--- config.mk ---
export PLATFORM = sky130hd
export DESIGN_NAME = voice_mixer
export DESIGN_NICKNAME = d
export VERILOG_FILES = /design/src/rtl/voice_mixer.sv
export SDC_FILE = /design/constraint.sdc
export NUM_CORES = 2
export LEC_CHECK = 0
export CAP_MARGIN = 20
export CORE_MARGIN = 8
export CORE_UTILIZATION = 35
export DETAILED_ROUTE_END_ITERATION = 16
export PLACE_DENSITY_LB_ADDON = 0.12
export SLEW_MARGIN = 20
export SYNTH_ARGS = -nofsm -noshare
export SYNTH_HDL_FRONTEND = slang
export SYNTH_SLANG_ARGS = --single-unit
--- constraint.sdc ---
create_clock -name clk -period 6.72 [get_ports clk]
set_input_delay 1.344 -clock clk [delete_from_list [all_inputs] [get_ports clk]]
set_output_delay 1.344 -clock clk [all_outputs]
set_load 0.02 [all_outputs]
--- src/rtl/voice_mixer.sv ---
// Stereo voice mixer: walks NVOICE voices once per sample-rate load, pans each voice into
// left/right accumulators, applies master volume and saturates to 24-bit outputs.
module voice_mixer #(
  parameter int unsigned NVOICE = 8,
  parameter int unsigned VW     = 18
) (
  input  logic                 clk,
  input  logic                 reset,
  input  logic                 load,
  output logic [2:0]           voice_sel,
  input  logic signed [VW-1:0] voice_data,
  input  logic [7:0]           pan,
  input  logic [7:0]           vol,
  input  logic                 clip_clr,
  output logic signed [23:0]   l_data,
  output logic signed [23:0]   r_data,
  output logic                 busy,
  output logic                 clip,
  output logic                 overrun
);

  typedef enum logic [1:0] {StIdle, StFetch, StDrain} state_e;

  // tick counts edges since the load edge; the whole pass is scheduled from it
  localparam logic [3:0] LastFetch = 4'(NVOICE - 1);
  localparam logic [3:0] LastDrain = 4'(NVOICE + 3);
  localparam logic [3:0] AccFirst  = 4'd2;
  localparam logic [3:0] AccLast   = 4'(NVOICE + 1);
  localparam logic [3:0] OutTick   = 4'(NVOICE + 4);

  localparam logic signed [36:0] SatMax = 37'sd8388607;
  localparam logic signed [36:0] SatMin = -37'sd8388608;

  state_e state_q, state_d;
  logic [3:0] tick_q;
  logic [7:0] vol_q;
  logic start, finish, acc_en;

  logic signed [25:0] vd_ext, lw, rw, lp_d, rp_d, lp_q, rp_q;
  logic signed [28:0] acc_l_q, acc_r_q;
  logic signed [36:0] vol_ext, prod_l_d, prod_r_d, prod_l_q, prod_r_q, shl, shr;
  logic signed [23:0] sat_l_d, sat_r_d, sat_l_q, sat_r_q;
  logic               ovf_l_d, ovf_r_d, ovf_l_q, ovf_r_q;

  assign start  = load && (state_q == StIdle) && !busy;
  assign finish = busy && (tick_q == OutTick);
  assign acc_en = busy && (tick_q >= AccFirst) && (tick_q <= AccLast);

  assign voice_sel = (state_q == StFetch) ? tick_q[2:0] : 3'd0;

  always_comb begin
    state_d = state_q;
    unique case (state_q)
      StIdle:  if (start) state_d = StFetch;
      StFetch: if (tick_q == LastFetch) state_d = StDrain;
      StDrain: if (tick_q == LastDrain) state_d = StIdle;
      default: state_d = StIdle;
    endcase
  end

  // Stage 1: signed sample times unsigned pan weights
  always_comb begin
    vd_ext = 26'(voice_data);
    lw     = $signed({18'd0, 8'd255 - pan});
    rw     = $signed({18'd0, pan});
    lp_d   = vd_ext * lw;
    rp_d   = vd_ext * rw;
  end

  // Stage 3: volume, floor shift, saturate
  always_comb begin
    vol_ext  = $signed({29'd0, vol_q});
    prod_l_d = 37'(acc_l_q) * vol_ext;
    prod_r_d = 37'(acc_r_q) * vol_ext;
    shl      = prod_l_q >>> 12;
    shr      = prod_r_q >>> 12;
    ovf_l_d  = 1'b1;
    ovf_r_d  = 1'b1;
    if (shl > SatMax)      sat_l_d = 24'sh7fffff;
    else if (shl < SatMin) sat_l_d = -24'sh800000;
    else begin
      sat_l_d = shl[23:0];
      ovf_l_d = 1'b0;
    end
    if (shr > SatMax)      sat_r_d = 24'sh7fffff;
    else if (shr < SatMin) sat_r_d = -24'sh800000;
    else begin
      sat_r_d = shr[23:0];
      ovf_r_d = 1'b0;
    end
  end

  always_ff @(posedge clk) begin
    if (!reset) begin
      state_q  <= StIdle;
      tick_q   <= '0;
      vol_q    <= '0;
      busy     <= 1'b0;
      clip     <= 1'b0;
      overrun  <= 1'b0;
      lp_q     <= '0;
      rp_q     <= '0;
      acc_l_q  <= '0;
      acc_r_q  <= '0;
      prod_l_q <= '0;
      prod_r_q <= '0;
      sat_l_q  <= '0;
      sat_r_q  <= '0;
      ovf_l_q  <= 1'b0;
      ovf_r_q  <= 1'b0;
      l_data   <= '0;
      r_data   <= '0;
    end else begin
      state_q  <= state_d;
      lp_q     <= lp_d;
      rp_q     <= rp_d;
      prod_l_q <= prod_l_d;
      prod_r_q <= prod_r_d;
      sat_l_q  <= sat_l_d;
      sat_r_q  <= sat_r_d;
      ovf_l_q  <= ovf_l_d;
      ovf_r_q  <= ovf_r_d;

      if (load && busy) overrun <= 1'b1;

      if (start) begin
        tick_q  <= '0;
        vol_q   <= vol;
        busy    <= 1'b1;
        acc_l_q <= '0;
        acc_r_q <= '0;
      end else begin
        if (busy) tick_q <= tick_q + 4'd1;
        if (acc_en) begin
          acc_l_q <= acc_l_q + 29'(lp_q);
          acc_r_q <= acc_r_q + 29'(rp_q);
        end
        if (finish) begin
          busy   <= 1'b0;
          l_data <= sat_l_q;
          r_data <= sat_r_q;
        end
      end

      // a saturation landing with clip_clr still sets the flag
      if (finish && (ovf_l_q || ovf_r_q)) clip <= 1'b1;
      else if (clip_clr)                  clip <= 1'b0;
    end
  end

endmodule

==> impl_results.md <==
* Crit path launch type: input pin
* # setup viols final at 0
* Fillers at 10.5k
* Cells after synthesis at 4240
* Vias in the first global route at 28.0k
* Clk sink count at 275
* Pwr Density at 207 mW/mm^2
* Antenna diodes at 0
* Warnings from Yosys at 0
* Max IR drop VDD at 0.164 mV
* Fin area at 0.0400 mm^2
* Slowest cell on the critical path: fa_1
* Crit path DAT at 6.55 ns
* CP most frequent cell: fa_1
* Min Tclk post-route at 6.11 ns
* Clk root buf: clkbuf_16
* Antenna-violating nets left at 0
* Initial antenna violation count at 2
* Initial Util at 35.3%
* Worst min-delay path startpoint: sat_r_q[20]$_SDFF_PN0_
* DRC at 0
* Final worst-path cycle share at 90.9%
* Relative slew slack at 32.4%
* GRT Overall Usage at 15.8%
* DR iter-0 viols at 1067
* FF-to-FF Start: vol_q[3]$_SDFFE_PN0P_
* Commonest non-fill, non-tap cell in the layout: inv_1
* Most frequent cells in the layout: inv_1, nand2_1, fa_1
* DIE AREA at 0.114 mm^2
* Final HPWL DP at 70.6 mm
* Worst Max-Slew Pin Slew at 1.01 ns
* Hold Crit Class: flop to flop
* Worst-path cell chain: clkdlybuf4s50_1, buf_12, buf_4, nand2b_1, fa_1, inv_1, fa_1, fa_1, inv_1, fa_1, inv_1, ha_1, nand2_1, or2_1, nor3_1, o221ai_1, a211o_1, a31oi_1, o21ai_0, o31ai_1
* Non-filler cells, final at 5651
* Register area share after synthesis at 15.3%
* R2R depth at 18
* Synth unique cells at 81
* Die Y at 337 um
* Outcome: finished clean
* Register Area at 0.00551 mm^2
* Synth Register Bits at 275
* Clk buf depth at 3
* Reg-to-reg setup timing slack at 0.82 ns
* Max-Cap Viols at 0
* Clock-pin slew of the registers on the worst-case setup and hold paths at 0.06 ns
* DR vias at 26.3k
* Fmax achieved at 0.164 GHz
* Final #Nets at 5180
* Slowest stage delay, CP at 0.54 ns
* Hold slack at 0.429 ns
* Synth-to-Final Area Change at 10.9%
* Placement Cell Area at 0.0388 mm^2
* Reg-to-Reg End: prod_l_q[36]$_SDFF_PN0_
* Via density at 4.66
* Max H-tree Level at 2
* Max-slew violations at 0
* FP Rows at 117
* WL final at 87.9 mm
* Global-route wire length before repair at 148 mm
* Port bufs at 91
* Largest net degree at the start of global routing at 79
* Post-CTS Resized at 0
* Grt met2 use at 26.8%
* Crit-path max FO at 28
* Nature of the critical path endpoint: flop
* CTS buffer count at 34
* Hold Crit Depth at 2
* Pre-antenna DRT Iters at 5
* Clk Latency, worst-skew pair at 0.53 ns
* WL/cell at 15.6 um
* Overall power consumption at 8.30 mW
* RSZ-0062 raised after global routing: no
* Mean Syn Cell Area at 8.50 um^2
* M3 GR Usage at 1.64%
* WHS Endpoint: r_data[20]$_SDFFE_PN0P_
* CP required at 7.17 ns
* Pleak at 19.8 nW
* Skew final at 0.0145 ns
* Layout cells sized above 1 at 4.37%
* Area of the multi-input gates at 0.0269 mm^2
* Top_reg_cell synth: dfxtp_1
* Chip width at 337 um
* # hold bufs at CTS at 0
* Final GP Congestion at 0.810
* Syn nets at 5159
* Core area at 0.102 mm^2
* CTS tree: built
* Post-CTS Repair Setup Buffers at 0
* Inst Count DP at 5593
* Post-synth EDFFs at 0
* Post-synthesis async set-or-reset flop share at 0%
* Mapped Area at 0.0361 mm^2
* Hold Vio Cnt, Final at 0
* Ports at 92
* Grt total ovfl at 0
* Setup tns final at 0 ns
* Grt met1 use at 21.9%
* Most Crowded Layer GR: met2
* Crit path kind: input pin to flop
[worst max-delay path, delay by kind of cell]
family / cells / cell delay, ns
compound gates: 5 / 1.02
fa+ha+maj: 5 / 2.39
buf+inv: 6 / 0.96
simple gates: 4 / 0.83
[Yosys cell counts (6+ instances only)]
library cell / number / share of area, %
o21ai_0: 45 / 0.62
a211oi_1: 11 / 0.23
nor3_1: 31 / 0.43
xnor2_1: 85 / 2.1
buf_1: 19 / 0.20
inv_1: 771 / 8.0
nand4_1: 17 / 0.29
nand2b_1: 87 / 1.5
mux2i_1: 12 / 0.33
clkbuf_1: 169 / 1.8
ha_1: 301 / 10
xor2_1: 46 / 1.1
o21ai_1: 18 / 0.25
nand2_1: 603 / 6.3
fa_1: 580 / 32
a21o_1: 57 / 1.2
nor2_1: 260 / 2.7
a31oi_1: 15 / 0.26
a21oi_1: 208 / 2.9
nand3b_1: 6 / 0.12
o31ai_1: 6 / 0.12
o21bai_1: 19 / 0.40
and3_1: 21 / 0.36
nor2b_1: 92 / 1.6
buf_4: 8 / 0.17
o211ai_1: 16 / 0.33
or3_1: 14 / 0.24
dfxtp_1: 275 / 15
and2_1: 303 / 5.3
nand3_1: 27 / 0.37
o21a_1: 18 / 0.37
[kinds of logic (layout without fill, tap and decap cells)]
logic type	after synthesis	count (layout)	share of synthesized area, %
compound gates	483	483	8.59
buf+inv	969	1012	10.2
flops	275	275	15.3
xor+xnor	131	131	3.18
simple gates	1488	1488	19.8
mux	13	13	0.364
fa+ha+maj	881	881	42.6
[registers in the layout (all words and copies together) (netlist names)]
| signal | cells |
|---|---|
| l_data | 24 |
| sat_r_q | 24 |
| lp_q | 26 |
| prod_r_q | 25 |
| state_q | 2 |
| clip | 1 |
| ovf_r_q | 1 |
| overrun | 1 |
| sat_l_q | 24 |
| acc_r_q | 29 |
| acc_l_q | 29 |
| tick_q | 4 |
| busy | 1 |
| vol_q | 8 |
| prod_l_q | 25 |
| rp_q | 26 |
| ovf_l_q | 1 |
| r_data | 24 |
[area by class of cell]
cell class	count	area share, %
Multi-Input combinational cell	2996	67.2
Sequential cell	275	13.8
Inverter	771	7.24
Timing Repair Buffer	183	4.52
Tap cell	1368	4.28
Clock buffer	46	2.49
Clock inverter	12	0.453
[worst max path at each step]
stage | to | cells past startpoint | slack [ns] | startpoint
finish | lp_q[24]$_SDFF_PN0_ | 20 | 0.61 | pan[0]
CTS | lp_q[13]$_SDFF_PN0_ | 21 | 0.54 | pan[4]
global route | lp_q[24]$_SDFF_PN0_ | 20 | 0.32 | pan[0]
detailed placement | lp_q[13]$_SDFF_PN0_ | 21 | -0.01 | pan[4]
global placement | lp_q[13]$_SDFF_PN0_ | 21 | -0.03 | pan[4]
floorplan | rp_q[25]$_SDFF_PN0_ | 21 | 0.59 | pan[1]
[per-layer routing]
| metal | share of wire (%) | wire (um) |
|---|---|---|
| met5 | 0 | 0 |
| met4 | 1.7 | 1470 |
| met3 | 3.1 | 2740 |
| met2 | 46 | 40200 |
| met1 | 49 | 43400 |
[power breakdown]
part | internal (mW) | switching [mW]
sequential | 1.78 | 0.117
combinational | 1.93 | 2.54
clock | 1.19 | 0.732
[per-stage QoR]
stage                     worst slack (ns)  util, %
final                                0.615     39.2
after CTS                            0.535     39.2
after detailed placement           -0.0134     38.1
after global placement             -0.0302     38.1
after global routing                 0.317     39.2
after floorplan                      0.589        -
No activity file was read; power rests on OpenSTA's default activity.
